==> src/rtl/r_r16_demux_1_16_out.sv <==
// Radix-16 SRAM read demux: registers one lane's read command, follows its lane tag
// through the SRAM read latency, and steers the returned word back to that lane.
`ifndef MA_width
`define MA_width 10
`endif
`ifndef D_width
`define D_width 16
`endif

module r_r16_demux_1_16_out #(
  parameter int MA_W   = `MA_width,
  parameter int D_W    = `D_width,
  parameter int RD_LAT = 1
) (
  input  logic                 clk,
  input  logic                 rst_n,
  input  logic                 r_enable,
  input  logic [4:0]           sel_in,
  input  logic [16*MA_W-1:0]   A_in,
  input  logic [D_W-1:0]       Q_in,
  output logic                 CEN_out,
  output logic [MA_W-1:0]      A_out,
  output logic                 WEN_out,
  output logic [16*D_W-1:0]    D_out,
  output logic [15:0]          valid_out,
  output logic [2:0]           rd_pending,
  output logic                 busy
);

  logic                     req;
  logic [3:0]               laneSel;
  logic [MA_W-1:0]          aSel;

  logic                     cen_q;
  logic [MA_W-1:0]          a_q;
  logic [3:0]               cmdLane_q;
  logic [RD_LAT-1:0]        tagV_q;
  logic [RD_LAT-1:0][3:0]   tagLane_q;
  logic [16*D_W-1:0]        dOut_q, dOut_d;
  logic [15:0]              valid_q, valid_d;
  logic [2:0]               pend_q, pend_d;

  logic                     capture;
  logic [3:0]               capLane;

  // Lane selects 16..31 carry a set MSB and are simply not requests.
  assign req     = r_enable & ~sel_in[4];
  assign laneSel = sel_in[3:0];
  assign aSel    = A_in[int'(laneSel)*MA_W +: MA_W];

  assign capture = tagV_q[RD_LAT-1];
  assign capLane = tagLane_q[RD_LAT-1];

  always_comb begin
    valid_d = '0;
    dOut_d  = dOut_q;
    pend_d  = pend_q;
    if (capture) begin
      valid_d[capLane]                   = 1'b1;
      dOut_d[int'(capLane)*D_W +: D_W]   = Q_in;
    end
    case ({req, capture})
      2'b10:   pend_d = pend_q + 3'd1;
      2'b01:   pend_d = pend_q - 3'd1;
      default: pend_d = pend_q;
    endcase
  end

  // The command register acts as tag stage zero, so RD_LAT further stages land
  // the tag at the tail exactly in the cycle Q_in is valid.
  always_ff @(posedge clk) begin
    if (!rst_n) begin
      cen_q     <= 1'b1;
      a_q       <= '0;
      cmdLane_q <= '0;
      tagV_q    <= '0;
      tagLane_q <= '0;
      dOut_q    <= '0;
      valid_q   <= '0;
      pend_q    <= '0;
    end else begin
      cen_q <= ~req;
      if (req) begin
        a_q       <= aSel;
        cmdLane_q <= laneSel;
      end
      tagV_q[0]    <= ~cen_q;
      tagLane_q[0] <= cmdLane_q;
      for (int i = 1; i < RD_LAT; i++) begin
        tagV_q[i]    <= tagV_q[i-1];
        tagLane_q[i] <= tagLane_q[i-1];
      end
      dOut_q  <= dOut_d;
      valid_q <= valid_d;
      pend_q  <= pend_d;
    end
  end

  assign CEN_out    = cen_q;
  assign A_out      = a_q;
  assign WEN_out    = 1'b1;
  assign D_out      = dOut_q;
  assign valid_out  = valid_q;
  assign rd_pending = pend_q;
  assign busy       = (pend_q != 3'd0) | ~cen_q;

endmodule

==> config.mk <==
export PLATFORM = sky130hd
export DESIGN_NAME = r_r16_demux_1_16_out
export DESIGN_NICKNAME = d
export VERILOG_FILES = /design/src/rtl/r_r16_demux_1_16_out.sv
export SDC_FILE = /design/constraint.sdc
export NUM_CORES = 1
export LEC_CHECK = 0
export BUFFER_PORTS_ARGS = -buffer_cell sky130_fd_sc_hd__buf_2
export CORE_AREA = 2 2 184 186
export CTS_BUF_LIST = sky130_fd_sc_hd__clkbuf_2
export DETAILED_ROUTE_END_ITERATION = 16
export DIE_AREA = 0 0 186 188
export MAX_ROUTING_LAYER = met4
export PLACE_DENSITY = 0.64
export SLEW_MARGIN = 20
export SYNTH_ARGS = -nofsm -noshare
export SYNTH_HDL_FRONTEND = slang
export SYNTH_SLANG_ARGS = --single-unit
export TNS_END_PERCENT = 5
==> constraint.sdc <==
create_clock -name clk -period 3.3 [get_ports clk]
set_clock_uncertainty 0.15 [all_clocks]
set_input_delay 0.99 -clock clk [delete_from_list [all_inputs] [get_ports clk]]
set_output_delay 0.99 -clock clk [all_outputs]
set_load 0.03 [all_outputs]
Yosys cells after proc, flatten, opt, wreduce, memory -nomap -nowiden
Cells that the tools add are included.
{"block": "classes", "n_eq_ne": 2, "shift": 3, "n_bitwise": 5, "reduce_logical": 4, "mul": 1, "muxes": 4, "add_sub_neg": 3, "n_lt_le_gt_ge": 2}
{"operator": "$bwmux W256", "count": 1}
{"operator": "$shift A16 B33 Y256 const A", "count": 1}
{"operator": "$shiftx A16 B33 Y256", "count": 1}
{"operator": "$shiftx A160 B9 Y10", "count": 1}
{"operator": "$neg A8 Y33", "count": 1}
{"operator": "$mul A4 B3 Y7 const B", "count": 1}
{"operator": "$pmux W3 S2", "count": 1}
{"operator": "$lt A4 B5 Y1 const B", "count": 1}
{"operator": "$demux W1 S4", "count": 1}
{"operator": "$ge A4 B1 Y1 const B", "count": 1}
{"operator": "$add A3 B1 Y3 const B", "count": 1}
{"operator": "$not A1 Y1", "count": 3}
{"operator": "$reduce_bool A3 Y1", "count": 1}
{"operator": "$sub A3 B1 Y3 const B", "count": 1}
{"operator": "$eq A2 B1 Y1 const B", "count": 1}
{"operator": "$eq A2 B2 Y1 const B", "count": 1}
{"operator": "$reduce_and A2 Y1", "count": 1}
{"operator": "$reduce_bool A2 Y1", "count": 1}
{"operator": "$and A1 B1 Y1", "count": 1}
{"operator": "$logic_and A1 B1 Y1", "count": 1}
{"operator": "$mux W1", "count": 1}
{"operator": "$or A1 B1 Y1", "count": 1}
{"block": "word_totals", "reg_bits": 295, "input_bits": 184, "output_inout_bits": 288, "elab_cells": 32}

Depth between registers and ports, before layout
Gate-level depths: netlist of run 1.
{"block": "depth", "ltp_word": 4, "ltp_mapped": 11, "depth_no_buf": 8}

Worst setup path before layout of run 1
Ideal clock, no wire load.
{"block": "synth_timing", "path_type": "reg-to-reg", "startpoint": "register tagLane_q (netlist bit capLane[0])", "endpoint": "register dOut_q[70] (netlist: D_out[70])", "n_path_buf": 3, "setup_ns": 0.066, "stages_incl_launch_ff": 10, "synth_period_minus_slack_ns": 2.906, "t_required_ns": 3.084, "slack_ns": 0.394, "arrival_ns": 2.690, "cell_sequence": "dfxtp_1 -> buf_2 -> clkbuf_1 -> inv_1 -> ha_1 -> or3_1 -> a2111oi_4 -> buf_6 -> nand3_2 -> a21boi_2"}
{"block": "synth_between", "elab_chain_cells": 3, "elab_cells_between_ends": 4, "classes_between": "add/sub (1); shift (2); mux (1)"}
{"item": "start: declaration", "line_no": "38", "rtl": "logic [RD_LAT-1:0][3:0] tagLane_q;"}
{"item": "start signal: indexed assignment", "line_no": "91", "rtl": "tagLane_q[i] <= tagLane_q[i-1];"}
{"item": "$neg A8 Y33 *", "line_no": "60", "rtl": "dOut_d[int'(capLane)*D_W +: D_W] = Q_in;"}
{"item": "$shiftx A16 B33 Y256 or $shift A16 B33 Y256 (tied branches)", "line_no": "60"}
{"item": "$bwmux W256 *", "line_no": "60"}
{"item": "end signal: assignment", "line_no": "93", "rtl": "dOut_q <= dOut_d;"}
{"item": "end: declaration", "line_no": "39", "rtl": "logic [16*D_W-1:0] dOut_q, dOut_d;"}
Every way passes the cells marked *; elsewhere a longest branch is shown, timed or not.
A chain may end at the register's enable or synchronous reset.

Worst setup path in the final report of run 1
{"block": "layout_timing", "startpoint": "register tagLane_q (netlist bit capLane[1])", "endpoint": "register dOut_q[253] (netlist: D_out[253])"}
Same word-level chain as after synthesis.

==> impl_metrics.csv, run 1 <==
group,metric,value,unit
cells_and_area,drive_gt1_share,38.80,%
clock_tree,cts.sink_count,295,
yosys,syn_nets,1554,
critical_path,worst_setup_path_end_kind,"flip-flop",
clock_tree,root_buffer,"clkbuf_2",
die,die_area,34970,um2
grt,grt.overflow.total,0,
yosys,seq_area_frac_synth,44.88,%
routing,drtAntennaViolNets,0,
die,ios,472,
cells_and_area,multi_input_area,6698,um2
die,start_util,39.74,%
yosys,yosysWarnings,0,
routing,drt_iter0_markers,796,
sta,post-route-period-util,85.12,%
power_and_ir_drop,p_leak,7.451,nW
yosys,synth_async_sr_flop_share,0,%
routing,wire_per_inst,20.37,um
yosys,avgSynthCellArea,9.675,um2
yosys,synth-edff-count,0,
die,die_w,186,um
sta,maxSlewHeadroom,29.00,%
clock_tree,clock_path_buffers,3,
sta,finalSetupViolCount,0,
cells_and_area,fillerInstances,3229,
grt,grt.total_usage,27.23,%
yosys,yosysTopAreaCell,"dfxtp_1",
critical_path,required,3990,ps
cells_and_area,mostFrequentLayoutCells,"buf_2, dfxtp_1, nand2_1",
clock_tree,cts_hold_buf,0,
grt,grt_max_degree,148,
yosys,synthDistinctLibCells,56,
sta,worst_slew_pin_slew,1058,ps
routing,viasPerCell,5.179,
job,drv_cap,0,
routing,routed_wl,47160,um
min_path,hp-class,"in -> reg",
power_and_ir_drop,pwr_density_cell,400.8,nW/um2
clock_tree,clk_pin_slew,90,ps
sta,rsz0062_at_grt,"no",
yosys,yosys-top-cells-area,"dfxtp_1, mux2i_1, a21boi_0, mux4_2, nand3_1",
clock_tree,htreeDepth,3,
clock_tree,cts_post_setup_buffers_inserted,0,
place,port_buffers,470,
sta,min_period,2809,ps
die,rows,67,
sta,hold_slack,136.0,ps
yosys,syn_area,13160,um2
sta,hold_viol,0,
place,place_congestion,0.9154,
die,die_h,188,um
yosys,synthFlopType,"dfxtp_1",
clock_tree,ctsResizeCount,0,
cells_and_area,final-seq-area,5906,um2
cells_and_area,area_growth,25.47,%
clock_tree,cts_tree,"yes",
routing,vias,11990,
grt,grt_pass1_vias,11760,
clock_tree,numCtsBuffers,79,
grt,grt_pass1_wl,70070,um
cells_and_area,layout.nets,2014,
sta,slew_violations,0,
clock_tree,clk_latency,930,ps
run_status,status,"finished, final reports clean",
grt,antenna_found_initial,3,
routing,drc,0,
critical_path,arrival,3500,ps
routing,dr.pass1.iters,5,
critical_path,critical_path_class,"reg -> reg",
cells_and_area,final_common_cell,"buf_2",
yosys,synth_top_area_share,44.88,%
critical_path,crit_fanout,13,
yosys,synthCells,1360,
die,core-area,33110,um2
yosys,ys_ff_latch,295,
sta,max_freq,356.0,MHz
critical_path,worstSetupStartpointType,"flip-flop",
place,hpwl,33140,um
power_and_ir_drop,vdd_drop_max,251.4,uV
sta,tns,0,ps
## synth_stat cells, types with 25 or more instances
cell type,instances
nor2b_1,92
nand2_1,156
buf_2,36
mux2i_1,99
o21ai_0,45
dfxtp_1,295
a21boi_0,128
a21boi_1,31
and2_1,25
nand3_1,125
mux4_2,29
clkbuf_1,76
## routing by layer
layer,GRT usage (%),vias to the layer above,share of wire [%]
li1,-,5679,-
met5,-,-,0
met3,5.671,75,6.1
met4,9.782,0,2.4
met2,42.78,442,48
met1,34.55,5794,44
## power by group
| part | switching, mW | total [mW] | internal, mW |
|---|---|---|---|
| Sequential | 0.0147 | 3.59 | 3.58 |
| Combinational | 0.363 | 0.634 | 0.270 |
| Clock | 1.49 | 2.39 | 0.905 |
## critical path, stage by stage, from the launching register on
cell and delay [ps]:
dfxtp_1 410, inv_1 150, ha_1 460, and3b_1 440, o211ai_4 220, or4b_1 720, o2bb2ai_1 210
## cell families (layout without fill, tap and decap cells)
logic type      after synthesis  in the layout  share of synthesized area, %
simple gates                512            512                         20.65
flops                       295            295                         44.88
compound gates              265            265                         15.27
mux                         137            137                         13.27
buf+inv                     136            642                         4.565
fa+ha+maj                    10             10                         1.008
xor+xnor                      4              4                        0.3234
other cells                   1              2                       0.02850
## cell type report
type / count / share of cell area (%)
Timing Repair Buffer: 507 / 16.27
Sequential cell: 295 / 35.77
Clock buffer: 114 / 3.456
Antenna cell: 1 / 0.01516
Tap cell: 448 / 3.395
Inverter: 8 / 0.1819
Multi-Input combinational cell: 929 / 40.57
Clock inverter: 13 / 0.3335
## path summary, 6_finish.rpt
path              startpoint  slack, ps    endpoint  depth (start not counted)
hold reg to reg   D_out[202]        310  D_out[202]                          2
setup / recovery  capLane[1]        490  D_out[253]                          6
hold / removal      r_enable        140     CEN_out                          2
setup reg to reg  capLane[1]        490  D_out[253]                          6
## state kept, by name (all words and copies together) (netlist names)
| name | cells |
|---|---|
| rd_pending | 3 |
| D_out | 256 |
| valid_out | 16 |
| A_out | 10 |
| CEN_out | 1 |
| capture | 1 |
| cmdLane_q | 4 |
| capLane | 4 |
## through the flow
step           cell area [um2]  total power [mW]  instances  util (%)  setup slack [ps]
6_report                 16510             6.616       2315     49.85             490.9
4_1_cts                  16500             6.694       2314     49.82             353.9
5_1_grt                  16510             6.893       2315     49.85             203.4
3_5_place_dp             15870             4.302       2187     47.94             354.1
2_1_floorplan            13160             4.042       1360         -             394.3
3_3_place_gp             15870             4.297       2187     47.94             563.3
Note: power is estimated with default switching activity, not from simulation.
==> inputs of run 2 (changes only) <==
clock period = 3.19 ns   (was 3.3 ns; I/O delays follow)
==> run 2 against run 1 <==
  * Non-clock buffer count up 3
  * Via count about the same
  * Sequential cell count unchanged
  * Utilization increased by 0.14 points
  * Power grew 4.5%
==> impl_metrics.csv, run 2 (synthesis gave the netlist of run 1 again) <==
group,metric,value,unit
sta,rsz0062_at_grt,"no",
die,core-area,33110,um2
place,hpwl,32770,um
place,pre_cts_slack,311.4,ps
die,die_w,186,um
cells_and_area,layout.nets,2016,
routing,wire_per_inst,19.95,um
clock_tree,cts_post_setup_buffers_inserted,0,
sta,setup_ws,408.9,ps
critical_path,worstSetupStartpointType,"flip-flop",
clock_tree,ctsResizeCount,0,
routing,drtAntennaViolNets,0,
clock_tree,clk_latency,810,ps
run_status,status,"finished, final reports clean",
place,dp_cells,2190,
routing,drc,0,
critical_path,arrival,3360,ps
sta,finalSetupViolCount,0,
min_path,worstHoldStart,"r_enable",
clock_tree,numCtsBuffers,78,
place,place_congestion,0.9024,
routing,drt_iter0_markers,761,
critical_path,crit_fanout,13,
clock_tree,cts_tree,"yes",
routing,vias,11990,
cells_and_area,final_common_cell,"buf_2",
min_path,hold_path_end,"CEN_out",
die,rows,67,
place,port_buffers,470,
cells_and_area,largest_reg_flops,256,
grt,grt.total_usage,26.71,%
clock_tree,clock_path_buffers,3,
die,ios,472,
cells_and_area,fillerInstances,3246,
cells_and_area,area_growth,25.81,%
cells_and_area,mostFrequentLayoutCells,"buf_2, dfxtp_1, nand2_1",
power_and_ir_drop,p_leak,7.472,nW
grt,grt_pass1_wl,69120,um
min_path,hp-class,"in -> reg",
sta,slew_violations,0,
critical_path,critical_path_class,"reg -> reg",
sta,worst_slew_pin_slew,1031,ps
min_path,whs_path_depth,2,
routing,viasPerCell,5.174,
die,die_area,34970,um2
critical_path,reg2reg_slack,410,ps
sta,post-route-period-util,87.18,%
grt,grt_max_degree,145,
sta,max_freq,359.6,MHz
critical_path,worst-r2r-cell-count,6,
sta,hold_viol,0,
critical_path,required,3770,ps
grt,grt.overflow.total,0,
grt,grt_pass1_vias,11610,
routing,routed_wl,46250,um
clock_tree,root_buffer,"clkbuf_2",
critical_path,slowest_stage,"or4b_1",
sta,tns,0,ps
power_and_ir_drop,pwr_density_cell,417.7,nW/um2
power_and_ir_drop,vdd_drop_max,228.3,uV
power_and_ir_drop,power,6.914,mW
cells_and_area,final_util,49.99,%
cells_and_area,drive_gt1_share,39.03,%
sta,maxSlewHeadroom,30.83,%
critical_path,reg2reg_from,"capLane[1]",
cells_and_area,final_cells,2318,
critical_path,cp_cell_sequence,"inv_1 -> ha_1 -> and3b_1 -> o211ai_4 -> or4b_1 -> o2bb2ai_1",
die,start_util,39.74,%
clock_tree,htreeDepth,3,
clock_tree,clk_pin_slew,90,ps
job,drv_cap,0,
critical_path,worst_setup_path_end_kind,"flip-flop",
grt,antenna_found_initial,3,
clock_tree,cts_hold_buf,0,
critical_path,cpPeakStageDelay,720,ps
sta,min_period,2781,ps
die,die_h,188,um
routing,dr.pass1.iters,5,
critical_path,r2r_end,"D_out[253]",
clock_tree,cts.sink_count,295,
==> run 2: cell types whose count changed in the layout (fill, tap and decap cells not counted), sizes merged <==
cell,delta
clkinv,-2
diode,+1
clkbuf,-3
bufinv,+1
buf,+3
inv,+2
clkinvlp,+1
==> run 2: final cells by class <==
class | instances | area, um2 | share of cell area [%]
Multi-Input combinational cell | 929 | 6698 | 40.46
Antenna cell | 2 | 5.005 | 0.03023
Tap cell | 448 | 560.5 | 3.386
Clock inverter | 15 | 102.6 | 0.6198
Inverter | 8 | 30.03 | 0.1814
Sequential cell | 295 | 5906 | 35.68
Timing Repair Buffer | 510 | 2696 | 16.29
Clock buffer | 111 | 555.5 | 3.356
==> run 2: stage by stage <==
stage,cell area (um2),hold slack (ps)
2_1_floorplan,13160,279.1
3_3_place_gp,15880,288.7
3_5_place_dp,15880,287.4
4_1_cts,16540,144.3
5_1_grt,16550,178.5
6_report,16550,250.7
==> run 2: worst max-delay path by stage <==
stage	slack [ps]	cells past startpoint	endpoint	startpoint
after floorplan	280	9	D_out[70]	capLane[0]
after global placement	440	6	D_out[136]	capLane[1]
after detailed placement	310	6	D_out[133]	capLane[1]
after CTS	280	6	D_out[130]	capLane[1]
after global routing	180	6	D_out[254]	capLane[1]
final	410	6	D_out[253]	capLane[1]
==> run 2: layer usage <==
metal | track usage (%) | up-vias | part of all wire, %
met5 | - | - | 0
met3 | 6.778 | 85 | 7.8
met4 | 8.025 | 0 | 2.4
met1 | 33.22 | 5760 | 42
li1 | - | 5693 | -
met2 | 42.59 | 455 | 48
==> run 2: worst max-delay path, delay by kind of cell (launching register included) <==
family                   cells  cell delay (ps)
adder cells (fa/ha/maj)      1              450
AO/OA/AOI/OAI                2              430
flip-flops                   1              400
buffers and inverters        1              140
AND/OR/NAND/NOR              2             1160
==> run 2: report_power, final <==
group / switching (mW) / internal, mW
Sequential: 0.0158 / 3.70
Clock: 1.54 / 1.01
Combinational: 0.370 / 0.280
Total: 1.92 / 4.99
==> inputs of run 3 (changes only) <==
--- a/config.mk
+++ b/config.mk
@@ -7,9 +7,10 @@
 export LEC_CHECK = 0
+export ABC_AREA = 1
 export BUFFER_PORTS_ARGS = -buffer_cell sky130_fd_sc_hd__buf_2
-export CORE_AREA = 2 2 184 186
+export CORE_AREA = 2 2 185 187
 export CTS_BUF_LIST = sky130_fd_sc_hd__clkbuf_2
 export DETAILED_ROUTE_END_ITERATION = 16
-export DIE_AREA = 0 0 186 188
+export DIE_AREA = 0 0 187 189
 export MAX_ROUTING_LAYER = met4
-export PLACE_DENSITY = 0.64
+export PLACE_DENSITY = 0.61
 export SLEW_MARGIN = 20
--- a/constraint.sdc
+++ b/constraint.sdc
@@ -4,2 +4,2 @@
 set_output_delay 0.957 -clock clk [all_outputs]
-set_load 0.03 [all_outputs]
+set_load 0.05 [all_outputs]
==> run 3 against run 2 <==
  * Power rose by 1.6%
  * Sequential cell count did not move
  * Non-clock buffer count fell by 20
  * Final cell count rose by 19%
  * Setup slack improved by 26 ps
  * Critical path type is now reg -> out
==> impl_metrics.csv, run 3 <==
group,metric,value,unit
clock_tree,cts_hold_buf,0,
yosys,ys_ff_latch,295,
die,die_area,35340,um2
yosys,synth_top_area_share,47.08,%
sta,setup_ws,435.1,ps
clock_tree,clk_pin_slew,90,ps
critical_path,arrival,1650,ps
sta,min_period,2755,ps
run_status,status,"finished, final reports clean",
power_and_ir_drop,vdd_drop_max,161.6,uV
cells_and_area,area_growth,25.96,%
sta,rsz0062_at_grt,"no",
place,place_congestion,0.9547,
yosys,yosys-top-cells-area,"dfxtp_1, nor2_1, nand2_1, o21ai_0, nand3_1",
die,die_w,187,um
routing,viasPerCell,4.898,
critical_path,path_buf_inv,2,
critical_path,cp_cell_sequence,"inv_1 -> nand4_1 -> buf_2",
yosys,yosysMostFrequentCell,"nor2_1",
sta,slew_violations,0,
yosys,synthDistinctLibCells,34,
routing,route.layer.met1.wl,19880,um
critical_path,required,2080,ps
grt,grt.overflow.total,0,
place,hpwl,34450,um
sta,finalSetupViolCount,0,
yosys,syn_area,12540,um2
clock_tree,cts_tree,"yes",
routing,drt_iter0_markers,816,
grt,antenna_found_initial,4,
cells_and_area,drive_gt1_share,27.40,%
cells_and_area,final_cells,2762,
yosys,synthFlopType,"dfxtp_1",
grt,grt_pass1_wl,71840,um
clock_tree,numCtsBuffers,77,
sta,max_freq,363.0,MHz
routing,dr.max_layer_used,"met4",
critical_path,slowest_stage,"dfxtp_1",
place,dp_cells,2638,
clock_tree,cts_post_setup_buffers_inserted,0,
routing,drc,0,
min_path,hp-class,"reg -> reg",
yosys,synthCells,1809,
sta,hold_viol,0,
critical_path,crit_family,"buffers and inverters",
critical_path,worstSetupStartpointType,"flip-flop",
sta,maxSlewHeadroom,34.00,%
critical_path,crit_fanout,3,
yosys,synth-edff-count,0,
place,pre_cts_slack,426.9,ps
routing,wl_met3,3686,um
cells_and_area,layout.nets,2463,
die,die_h,189,um
cells_and_area,final_common_cell,"buf_2",
critical_path,worst_setup_path_end_kind,"output pin",
routing,dr.pass1.iters,6,
die,rows,67,
clock_tree,clk_latency,860,ps
routing,routed_wl,47730,um
routing,drtAntennaViolNets,0,
cells_and_area,fillerInstances,3536,
place,port_buffers,470,
die,ios,472,
routing,wire_per_inst,17.28,um
yosys,syn_nets,2003,
sta,tns,0,ps
critical_path,critical_path_class,"reg -> out",
clock_tree,cts.sink_count,295,
die,core-area,33280,um2
sta,hold_slack,254.1,ps
routing,vias,13530,
sta,post-route-period-util,86.36,%
yosys,synthTopCellsByCount,"nor2_1, nand2_1, dfxtp_1, o21ai_0, nand3_1",
grt,grt_max_degree,111,
routing,wl_met2,23040,um
grt,grt_pass1_vias,12610,
yosys,seq_area_frac_synth,47.08,%
sta,worst_slew_pin_slew,984.0,ps
power_and_ir_drop,pwr_density_cell,444.6,nW/um2
yosys,yosysTopAreaCell,"dfxtp_1",
clock_tree,htreeDepth,3,
yosys,synth_async_sr_flop_share,0,%
cells_and_area,largest_reg_flops,256,
power_and_ir_drop,p_leak,8.633,nW
yosys,yosysWarnings,0,
yosys,avgSynthCellArea,6.934,um2
clock_tree,root_buffer,"clkbuf_2",
critical_path,cpPeakStageDelay,360,ps
clock_tree,clock_path_buffers,3,
die,start_util,37.69,%
cells_and_area,mostFrequentLayoutCells,"buf_2, nor2_1, nand2_1",
grt,grt.total_usage,26.89,%
job,drv_cap,0,
clock_tree,ctsResizeCount,0,
==> run 3: path summary, 6_finish.rpt <==
kind | start | to | slack (ps) | depth (start not counted)
max | rd_pending[1] | busy | 440 | 3
min | cmdLane_q[2] | capLane[2] | 250 | 2
max reg2reg | capLane[2] | D_out[178] | 460 | 8
min reg2reg | cmdLane_q[2] | capLane[2] | 250 | 2
==> run 3: cell families after synthesis <==
| group | count (synthesis) | synth area share, % |
|---|---|---|
| AO/OA/AOI/OAI | 293 | 12.06 |
| flip-flops | 295 | 47.08 |
| adder cells (fa/ha/maj) | 10 | 1.057 |
| other | 1 | 0.02990 |
| AND/OR/NAND/NOR | 1008 | 33.04 |
| buffers and inverters | 202 | 6.733 |
==> run 3: through the flow <==
stage | util [%] | area [um2] | total power, mW
6_report | 47.47 | 15800 | 7.024
5_1_grt | 47.47 | 15800 | 7.382
4_1_cts | 47.44 | 15790 | 7.100
3_5_place_dp | 45.51 | 15150 | 4.547
3_3_place_gp | 45.51 | 15150 | 4.545
2_1_floorplan | - | 12540 | 4.252
==> run 3: per-layer routing <==
layer,vias to the layer above,track usage [%]
met3,75,6.006
met4,0,9.096
met5,-,-
li1,6702,-
met1,6153,32.02
met2,599,44.98
==> run 3: worst reg2reg max path, cell delays in order, from the launching register on <==
cell and delay [ps]:
dfxtp_1 380, nor3_1 240, ha_1 320, inv_1 160
nand3_4 300, nor2_4 450, inv_1 370, nor2_1 180
nor2_1 60
==> run 3: power breakdown <==
group          total, mW  switching, mW  internal, mW
sequential          3.72         0.0157          3.70
clock               2.56           1.53          1.03
combinational      0.747          0.519         0.228
total               7.02           2.06          4.96
==> run 3: layout make-up <==
type / count / area [um2] / area share (%)
sequential: 295 / 5906 / 37.38
multi-input combinational: 1312 / 5796 / 36.68
timing repair buffer: 490 / 2534 / 16.04
tap: 448 / 560.5 / 3.548
clock buffer: 105 / 525.5 / 3.326
inverter: 93 / 350.3 / 2.217
clock inverter: 15 / 117.6 / 0.7444
antenna: 4 / 10.01 / 0.06336
